## config.mk

```make
export PLATFORM = sky130hd
export DESIGN_NAME = mult_unit_flat
export DESIGN_NICKNAME = d
export VERILOG_FILES = /design/src/rtl/mult_pkg.sv /design/src/rtl/mult_unit_if.sv /design/src/rtl/mult_unit_adder.sv /design/src/rtl/mult_unit.sv /design/src/flat_wrapper.sv
export SDC_FILE = /design/constraint.sdc
export NUM_CORES = 1
export LEC_CHECK = 0
export ABC_AREA = 1
export ABC_CLOCK_PERIOD_IN_PS = 12650
export CORE_MARGIN = 2
export CORE_UTILIZATION = 51
export DETAILED_ROUTE_END_ITERATION = 12
export PLACE_DENSITY = 0.77
export SYNTH_ARGS = -nofsm -noshare
export SYNTH_HDL_FRONTEND = slang
export SYNTH_SLANG_ARGS = --single-unit
export TNS_END_PERCENT = 20
```

## constraint.sdc

```tcl
create_clock -name clk -period 12.65 [get_ports clk]
set_clock_uncertainty 0.2 [all_clocks]
set_input_delay 1.265 -clock clk [delete_from_list [all_inputs] [get_ports clk]]
set_output_delay 1.265 -clock clk [all_outputs]
set_load 0.02 [all_outputs]
```

## src/rtl/mult_pkg.sv

```systemverilog
// Shared types and helpers for the iterative multiplier.
// twos_neg works on a wide container; callers size-cast in and out.
package mult_pkg;
  localparam int DEF_WIDTH = 32;
  localparam int DEF_TAG_W = 6;
  localparam int NEG_W     = 128;

  typedef enum logic [1:0] {IDLE, BUSY, DONE} state_t;

  function automatic logic [NEG_W-1:0] twos_neg(input logic [NEG_W-1:0] x);
    return ~x + NEG_W'(1);
  endfunction
endpackage

```

## src/rtl/mult_unit_if.sv

```systemverilog
// Issue-side and writeback-side handshake bundle for mult_unit.
// master = issuer/writeback side, slave = the multiplier.
interface mult_unit_if
  import mult_pkg::*;
  #(parameter int WIDTH = DEF_WIDTH,
    parameter int TAG_W = DEF_TAG_W);
  logic               flush;
  logic               in_valid;
  logic               in_ready;
  logic [WIDTH-1:0]   a;
  logic [WIDTH-1:0]   b;
  logic               signed_op;
  logic [TAG_W-1:0]   in_tag;
  logic               out_valid;
  logic               out_ready;
  logic [2*WIDTH-1:0] product;
  logic [TAG_W-1:0]   out_tag;

  modport master (
    output flush, in_valid, a, b, signed_op, in_tag, out_ready,
    input  in_ready, out_valid, product, out_tag
  );
  modport slave (
    input  flush, in_valid, a, b, signed_op, in_tag, out_ready,
    output in_ready, out_valid, product, out_tag
  );
endinterface

```

## src/rtl/mult_unit_adder.sv

```systemverilog
// Gate-level N-bit ripple-carry adder built from full_adder cells.
// Purely combinational; no handshake.
module full_adder (
  input  logic a,
  input  logic b,
  input  logic cin,
  output logic s,
  output logic cout
);
  assign s    = a ^ b ^ cin;
  assign cout = (a & b) | (cin & (a ^ b));
endmodule

module adder_nbit #(parameter int N = 32) (
  output logic [N-1:0] S,
  output logic         Cout,
  input  logic [N-1:0] A,
  input  logic [N-1:0] B,
  input  logic         Cin
);
  logic [N:0] c;

  assign c[0] = Cin;
  assign Cout = c[N];

  for (genvar i = 0; i < N; i++) begin : g_bit
    full_adder u_fa (.a(A[i]), .b(B[i]), .cin(c[i]), .s(S[i]), .cout(c[i+1]));
  end
endmodule

```

## src/rtl/mult_unit.sv

```systemverilog
// Shift-add multiplier: one issue at a time, product valid WIDTH+1 cycles after accept.
// Holds the result in DONE until out_ready; in_ready only in IDLE, flush/reset abort.
module mult_unit
  import mult_pkg::*;
  #(parameter int WIDTH = DEF_WIDTH,
    parameter int TAG_W = DEF_TAG_W)
  (
  input logic       clk,
  input logic       reset,
  mult_unit_if.slave io
);
  localparam int CNT_W = (WIDTH > 1) ? $clog2(WIDTH) : 1;

  state_t             state, state_next;
  logic [WIDTH-1:0]   mcand, mplier, acc_hi, sum;
  logic               cout, neg, accept, last_iter;
  logic [CNT_W-1:0]   count;
  logic [TAG_W-1:0]   tag_q, out_tag_q;
  logic [WIDTH-1:0]   a_abs, b_abs;
  logic [WIDTH:0]     sum_sel;
  logic [2*WIDTH-1:0] acc_next, product_q;

  adder_nbit #(.N(WIDTH)) u_add (
    .S(sum), .Cout(cout), .A(acc_hi), .B(mcand), .Cin(1'b0)
  );

  // Operand magnitudes; the most-negative value maps to its unsigned magnitude.
  always_comb begin
    a_abs = io.a;
    b_abs = io.b;
    if (io.signed_op && io.a[WIDTH-1]) a_abs = WIDTH'(twos_neg(NEG_W'(io.a)));
    if (io.signed_op && io.b[WIDTH-1]) b_abs = WIDTH'(twos_neg(NEG_W'(io.b)));
    sum_sel  = mplier[0] ? {cout, sum} : {1'b0, acc_hi};
    acc_next = {sum_sel, mplier[WIDTH-1:1]};
  end

  always_ff @(posedge clk) begin
    if (reset) state <= IDLE;
    else       state <= state_next;
  end

  always_comb begin
    state_next   = state;
    accept       = 1'b0;
    last_iter    = 1'b0;
    io.in_ready  = (state == IDLE) && !reset;
    io.out_valid = (state == DONE);
    case (state)
      IDLE: if (io.in_valid && io.in_ready && !io.flush) begin
        accept     = 1'b1;
        state_next = BUSY;
      end
      BUSY: if (count == CNT_W'(WIDTH - 1)) begin
        last_iter  = 1'b1;
        state_next = DONE;
      end
      DONE: if (io.out_ready) state_next = IDLE;
      default: state_next = IDLE;
    endcase
    if (io.flush) state_next = IDLE;
  end

  always_ff @(posedge clk) begin
    if (reset) begin
      mcand     <= '0;
      mplier    <= '0;
      acc_hi    <= '0;
      count     <= '0;
      neg       <= 1'b0;
      tag_q     <= '0;
      product_q <= '0;
      out_tag_q <= '0;
    end else if (accept) begin
      mcand  <= a_abs;
      mplier <= b_abs;
      acc_hi <= '0;
      count  <= '0;
      neg    <= io.signed_op & (io.a[WIDTH-1] ^ io.b[WIDTH-1]);
      tag_q  <= io.in_tag;
    end else if (state == BUSY) begin
      acc_hi <= sum_sel[WIDTH:1];
      mplier <= acc_next[WIDTH-1:0];
      count  <= count + CNT_W'(1);
      if (last_iter && !io.flush) begin
        product_q <= neg ? (2*WIDTH)'(twos_neg(NEG_W'(acc_next))) : acc_next;
        out_tag_q <= tag_q;
      end
    end
  end

  assign io.product = product_q;
  assign io.out_tag = out_tag_q;
endmodule

```

## src/flat_wrapper.sv

```systemverilog
// flat-port wrapper written by rule: the top's interface ports become plain ports
module mult_unit_flat import mult_pkg::*;
#(parameter int WIDTH = DEF_WIDTH,
    parameter int TAG_W = DEF_TAG_W)
  (clk, reset, io_flush, io_in_valid, io_a, io_b, io_signed_op, io_in_tag, io_out_ready, io_in_ready, io_out_valid, io_product, io_out_tag);
  mult_unit_if #(.WIDTH(WIDTH), .TAG_W(TAG_W)) io_i ();
  input logic clk;
  input logic reset;
  input wire logic [$bits(io_i.flush)-1:0] io_flush;
  input wire logic [$bits(io_i.in_valid)-1:0] io_in_valid;
  input wire logic [$bits(io_i.a)-1:0] io_a;
  input wire logic [$bits(io_i.b)-1:0] io_b;
  input wire logic [$bits(io_i.signed_op)-1:0] io_signed_op;
  input wire logic [$bits(io_i.in_tag)-1:0] io_in_tag;
  input wire logic [$bits(io_i.out_ready)-1:0] io_out_ready;
  output wire logic [$bits(io_i.in_ready)-1:0] io_in_ready;
  output wire logic [$bits(io_i.out_valid)-1:0] io_out_valid;
  output wire logic [$bits(io_i.product)-1:0] io_product;
  output wire logic [$bits(io_i.out_tag)-1:0] io_out_tag;
  assign io_i.flush = io_flush;
  assign io_i.in_valid = io_in_valid;
  assign io_i.a = io_a;
  assign io_i.b = io_b;
  assign io_i.signed_op = io_signed_op;
  assign io_i.in_tag = io_in_tag;
  assign io_i.out_ready = io_out_ready;
  assign io_in_ready = io_i.in_ready;
  assign io_out_valid = io_i.out_valid;
  assign io_product = io_i.product;
  assign io_out_tag = io_i.out_tag;
  mult_unit #(.WIDTH(WIDTH), .TAG_W(TAG_W)) u_core (.clk(clk), .reset(reset), .io(io_i));
endmodule
```

# Word-level counts from Yosys, hierarchy flattened
# Cells that the tools add are included.
# classes
add_sub_neg	4
eq_ne	6
muxes	14
bitwise_logic	163
n_reduce_logical	14
# ops
op	n
$mux 32	4
$add 32x1->32 const B	2
$add 64x1->64 const B	1
$and 1x1->1	64
$mux 64	1
$not 32->32	2
$not 64->64	1
$xor 1x1->1	64
$mux 33	1
$or 1x1->1	31
$logic_and 1x1->1	6
$mux 2	3
$pmux 2 s3	1
$reduce_and 3->1	2
$add 5x1->5 const B	1
$eq 5x5->1 const B	1
$mux 1	4
$ne 2x2->1 const B	2
$reduce_or 2->1	2
$eq 2x1->1 const B	1
$eq 2x2->1 const B	1
$logic_not 1->1	2
$logic_not 2->1	1
$ne 2x1->1 const B	1
2 further kinds	2
# totals
register_bits	180
in_bits	76
out_inout_bits	72
elab_cells	210

# Longest topological paths before layout
# depth
depth_word	67
ltp_mapped	47
mapped_depth_nobuf	47

# Hierarchy
# From an unflattened synthesis, not the netlist that was laid out.
# unflattened
cells_unflattened	1828
area_unflattened_um2	11438.5
# by_module_without_submodules
module	instances	cells_per_inst	area_each_um2	seq_area_each_um2
mult_unit	1	1796	10797.9	3603.5
full_adder	32	1	20.0	0.0

# Worst setup path after synthesis
# Ideal clock, no wire load.
# synth_timing
kind	reg-to-reg
startpoint	register u_core.acc_hi[0]
endpoint	register u_core.product_q[63], in the netlist u_core.io.product[63]
setup_time_ps	117
arrival_ps	12865
required_ps	12333
path_slack_ps	-533
stages_incl_launch_ff	47
n_path_buf	0
period_less_slack_ps	13183
cell_sequence	dfxtp_1 > ha_1 > inv_1 > fa_1 > fa_1 > fa_1 > fa_1 > fa_1 > fa_1 > fa_1 > fa_1 > fa_1 > fa_1 > fa_1 > fa_1 > fa_1 > fa_1 > fa_1 > (+11 left out) > fa_1 > fa_1 > inv_1 > fa_1 > inv_1 > fa_1 > inv_1 > fa_1 > nand2_1 > nand2_1 > inv_1 > nand2_1 > nor3_1 > nand3_1 > nand2_1 > a21oi_1 > nor2_1 > nor2_1
# synth_via
elab_chain_len	67
word_cells_on_any_way	99
classes_between	add/sub: 1; mux: 2; bitwise: 96
# synth_lines
element	line_no	text
from (decl)	mult_unit.sv:15	logic [WIDTH-1:0] mcand, mplier, acc_hi, sum;
from (signal assigned)	mult_unit.sv:81	acc_hi <= sum_sel[WIDTH:1];
$and 1x1->1 (2 in series)	mult_unit_adder.sv:11	assign cout = (a & b) | (cin & (a ^ b));
$or 1x1->1	mult_unit_adder.sv:11	
$and 1x1->1	mult_unit_adder.sv:11	
$or 1x1->1	mult_unit_adder.sv:11	
$and 1x1->1	mult_unit_adder.sv:11	
$or 1x1->1	mult_unit_adder.sv:11	
$and 1x1->1	mult_unit_adder.sv:11	
$or 1x1->1	mult_unit_adder.sv:11	
(+50 left out)	-	
$and 1x1->1	mult_unit_adder.sv:11	
$or 1x1->1	mult_unit_adder.sv:11	
$and 1x1->1	mult_unit_adder.sv:11	
$or 1x1->1	mult_unit_adder.sv:11	
$mux 33 *	mult_unit.sv:33	sum_sel = mplier[0] ? {cout, sum} : {1'b0, acc_hi};
$not 64->64	mult_pkg.sv:11	return ~x + NEG_W'(1);
$add 64x1->64	mult_pkg.sv:11	
$mux 64 *	mult_unit.sv:85	product_q <= neg ? (2*WIDTH)'(twos_neg(NEG_W'(acc_next))) : acc_next;
to (signal assigned)	mult_unit.sv:85	
to (decl)	mult_unit.sv:21	logic [2*WIDTH-1:0] acc_next, product_q;
# Every way passes the cells marked *; elsewhere a longest branch is shown, timed or not.
# A chain may end at the register's enable or synchronous reset.

# Final worst setup path
# layout_timing
startpoint	register u_core.mcand[0]
endpoint	register u_core.product_q[63], in the netlist u_core.io.product[63]
# layout_via
elab_chain_len	67
word_cells_on_any_way	99
classes_between	add/sub: 1; mux: 2; bitwise: 96
# layout_lines
element	line_no	text
from (decl)	mult_unit.sv:15	
from (signal assigned)	mult_unit.sv:74	mcand <= a_abs;
$and 1x1->1 (2 in series)	mult_unit_adder.sv:11	
$or 1x1->1	mult_unit_adder.sv:11	
$and 1x1->1	mult_unit_adder.sv:11	
$or 1x1->1	mult_unit_adder.sv:11	
$and 1x1->1	mult_unit_adder.sv:11	
$or 1x1->1	mult_unit_adder.sv:11	
$and 1x1->1	mult_unit_adder.sv:11	
$or 1x1->1	mult_unit_adder.sv:11	
(+50 left out)	-	
$and 1x1->1	mult_unit_adder.sv:11	
$or 1x1->1	mult_unit_adder.sv:11	
$and 1x1->1	mult_unit_adder.sv:11	
$or 1x1->1	mult_unit_adder.sv:11	
$mux 33 *	mult_unit.sv:33	
$not 64->64	mult_pkg.sv:11	
$add 64x1->64	mult_pkg.sv:11	
$mux 64 *	mult_unit.sv:85	
# Marks and branches as above.

==> impl_metrics.ini <==
[flow_run]
max_capacitance_violation_count = 0

[synthesis]
async_flop_share_pct = 0
synth_ff_type = dfxtp_1
sequential_cell_area_fraction_in_the_yosys_report_pct = 30.09
synth_warnings = 0
synth_edf_count = 0
post_synth_instance_area_mm2 = 0.01198
post_synth_inst_count = 1907
synthesis.area_per_instance_um2 = 6.280
synth.ff_latch_count = 180
netlist-cell-type-count = 42
post_synthesis_net_count = 2020

[power]
fin_total_pwr_mw = 1.377
share_seq_of_total_power_pct = 42.9
ir_worst_vdd_uv = 78.09
pwr-share-comb_pct = 19.3
powerDensity_mw_per_mm2 = 96.85
switchingPower_mw = 0.4445
power_leakage_nw = 6.192
p_int_mw = 0.9322
share_clk_of_total_power_pct = 37.8
switching_share_of_power_pct = 32.29

[timing]
timing.final.max_slew_violations = 0
timing.slew.headroom_pct = 46.71
hold_violations = 0
post-route-worst-setup-slack_ns = 0.1525
final-setup-viol-count = 0
rsz0062_at_grt = yes
layout_worst_path_cycle_share_pct = 98.79
period_minus_slack_ns = 12.50
maxClockFrequency_mhz = 80.02
setup_total_negative_slack_ns = 0
worst_slew_pin_slew_ns = 0.7985

[die]
core_area_mm2 = 0.02326
placement_rows = 56
die-width_um = 157.2
die_height_um = 157.2
i_o_pin_total = 148
initial_utilization_pct = 51.48
floorplan.die_area_mm2 = 0.02472

[clock_network]
clkSlewWorstSetupHoldPaths_ns = 0.08
clock_tree.root_cell = clkbuf_16
cts-root-to-sink-buffers = 2
cts_tree = done
htree_num_levels = 4
clkSinkCount = 180
cts_hold_buffers = 0
cts-buffers-inserted = 17
clk_latency_ns = 0.44

[detailed_routing]
num_vias = 12390
route.final.wire_length_mm = 35.69
via_per_inst = 5.307
drt-initial-drc-count = 1087
detailed_route_drc_error_count = 0
routed_length_per_placed_instance_um = 15.29
detail-route-antenna-nets = 0
number_of_detailed_route_iterations_in_the_first_pass = 7

[worst_hold_path]
whs_path_depth = 2
worstHoldPathType = flip-flop to flip-flop

[final_layout]
antennaDiodeCount = 0
num-nets-final = 2115
synthToLayoutAreaGrowth_pct = 18.70
fillerInstances = 2306
drive_above_1_share_pct = 6.154

[critical_path]
critical_path.slowest_cell = fa_1
cp-end-kind = flip-flop
cpPeakStageDelay_ns = 0.41
cp.required_ns = 12.84
critical_path_arrival_ns = 12.68
critPathLaunchType = flip-flop
criticalPathCategory = flip-flop to flip-flop
r2r.worst_path.cells = 47
crit_top_cell = fa_2
worst_path_dominant_cell_family = adder cells
critical_path_depth = 47
critPathMaxFanout = 2
timing.critical_path.buf_inv = 5

[global_routing]
grt_overflow = 0
track_usage_pct = 28.93
grt_max_degree = 82
wire_length_of_the_first_global_routing_pass_mm = 57.06
antenna_found_initial = 0
first_global_vias = 10990

[outcome]
result_of_the_run = complete, no violations

[placement]
port_buffers = 147
post-place-ws_ns = -0.5011
dp_hpwl_mm = 26.69
place.gp.congestion = 0.9461
-- state kept, by name (all words and copies together) (netlist names) --
signal,flops
u_core.state,2
u_core.io.out_tag,6
u_core.acc_hi,32
u_core.mcand,32
u_core.neg,1
u_core.mplier,32
u_core.io.product,64
u_core.count,5
u_core.tag_q,6
-- stage by stage --
step	instance area, um^2	instances	hold slack [ns]	util, %
after CTS	14200	2334	0.2562	61.04
after global placement	13600	2302	0.2356	58.47
after global routing	14210	2334	0.2660	61.11
final	14210	2334	0.2541	61.11
after detailed placement	13600	2302	0.2462	58.47
after floorplan	12010	1907	0.2297	-
-- power by group through the flow --
stage	clock, mW	sequential (mW)	combinational, mW
2_1_floorplan	0	0.599	0.178
3_3_place_gp	0	0.603	0.258
3_5_place_dp	0	0.603	0.260
4_1_cts	0.528	0.590	0.262
5_1_grt	0.552	0.592	0.296
6_report	0.521	0.591	0.265
-- cells in the mapped netlist, drive strengths merged (11+ instances only) --
master | count | area share [%]
a21oi | 156 | 6.6
xor2 | 62 | 4.5
nor3 | 11 | 0.50
clkbuf | 49 | 1.5
nand4 | 24 | 1.3
buf | 38 | 1.9
nand2 | 467 | 15
fa | 31 | 5.2
nor2 | 305 | 9.8
nand3 | 106 | 4.4
o21ai | 183 | 8.0
dfxtp | 180 | 30
inv | 234 | 7.3
-- logic make-up after synthesis --
family                   count (synthesis)  share of synthesized area, %
AND/OR/NAND/NOR                        927                         31.61
AO/OA/AOI/OAI                          370                         16.58
buffers and inverters                  325                         10.94
flip-flops                             180                         30.09
XOR/XNOR                                68                         4.973
adder cells (fa/ha/maj)                 37                         5.809
-- per-layer routing --
metal  part of all wire, %  GRT usage, %  wire, um  vias to the layer above
met4                   1.3         5.931       452                        0
met1                    49         44.96     17560                     5595
met5                     0             0         0                        -
met3                   7.9         3.937      2817                       32
li1                      -             -         -                     6250
met2                    42         42.38     14860                      510
-- worst paths after layout --
kind | endpoint | slack (ns) | start
max reg2reg | u_core.io.product[63] | 0.15 | u_core.mcand[0]
max | u_core.io.product[63] | 0.15 | u_core.mcand[0]
min | u_core.io.out_tag[1] | 0.25 | u_core.tag_q[1]
min reg2reg | u_core.io.out_tag[1] | 0.25 | u_core.tag_q[1]
-- worst register-to-register path: cells and delay by family, from the launching register on --
| kind | cells | cell delay, ns |
|---|---|---|
| adder cells (fa/ha/maj) | 32 | 10.85 |
| buffers and inverters | 5 | 0.30 |
| flip-flops | 1 | 0.33 |
| AND/OR/NAND/NOR | 10 | 0.78 |
-- what timing repair did --
item	4_1_cts	5_1_grt
buffers inserted	0	0
gates resized for setup	12	8
endpoints found under the setup margin	4	2
pin swaps	0	1
hold endpoints to repair	0	0
-- layout by cell type, fill, tap and decap left out, drive strengths merged, types with 8 or more instances in the layout --
cell type,netlist,layout
nand4,24,24
nor2,305,305
o21ai,183,183
a31oi,8,8
fa,31,31
dfxtp,180,180
nor3,11,11
a21oi,156,156
clkbuf,49,17
clkdlybuf4s50,0,146
o221ai,10,10
clkinv,4,10
nand2,467,467
buf,38,17
xor2,62,62
nand3,106,106
inv,234,243
-- layout make-up --
class	instances	area, um^2	area share [%]
timing repair buffer	163	1587	11.16
inverter	238	893.4	6.285
clock inverter	15	143.9	1.012
sequential	180	3607	25.38
multi-input combinational	1402	7159	50.37
tap	319	399.1	2.808
clock buffer	17	425.4	2.993
Power figures use the tool's default switching activity.
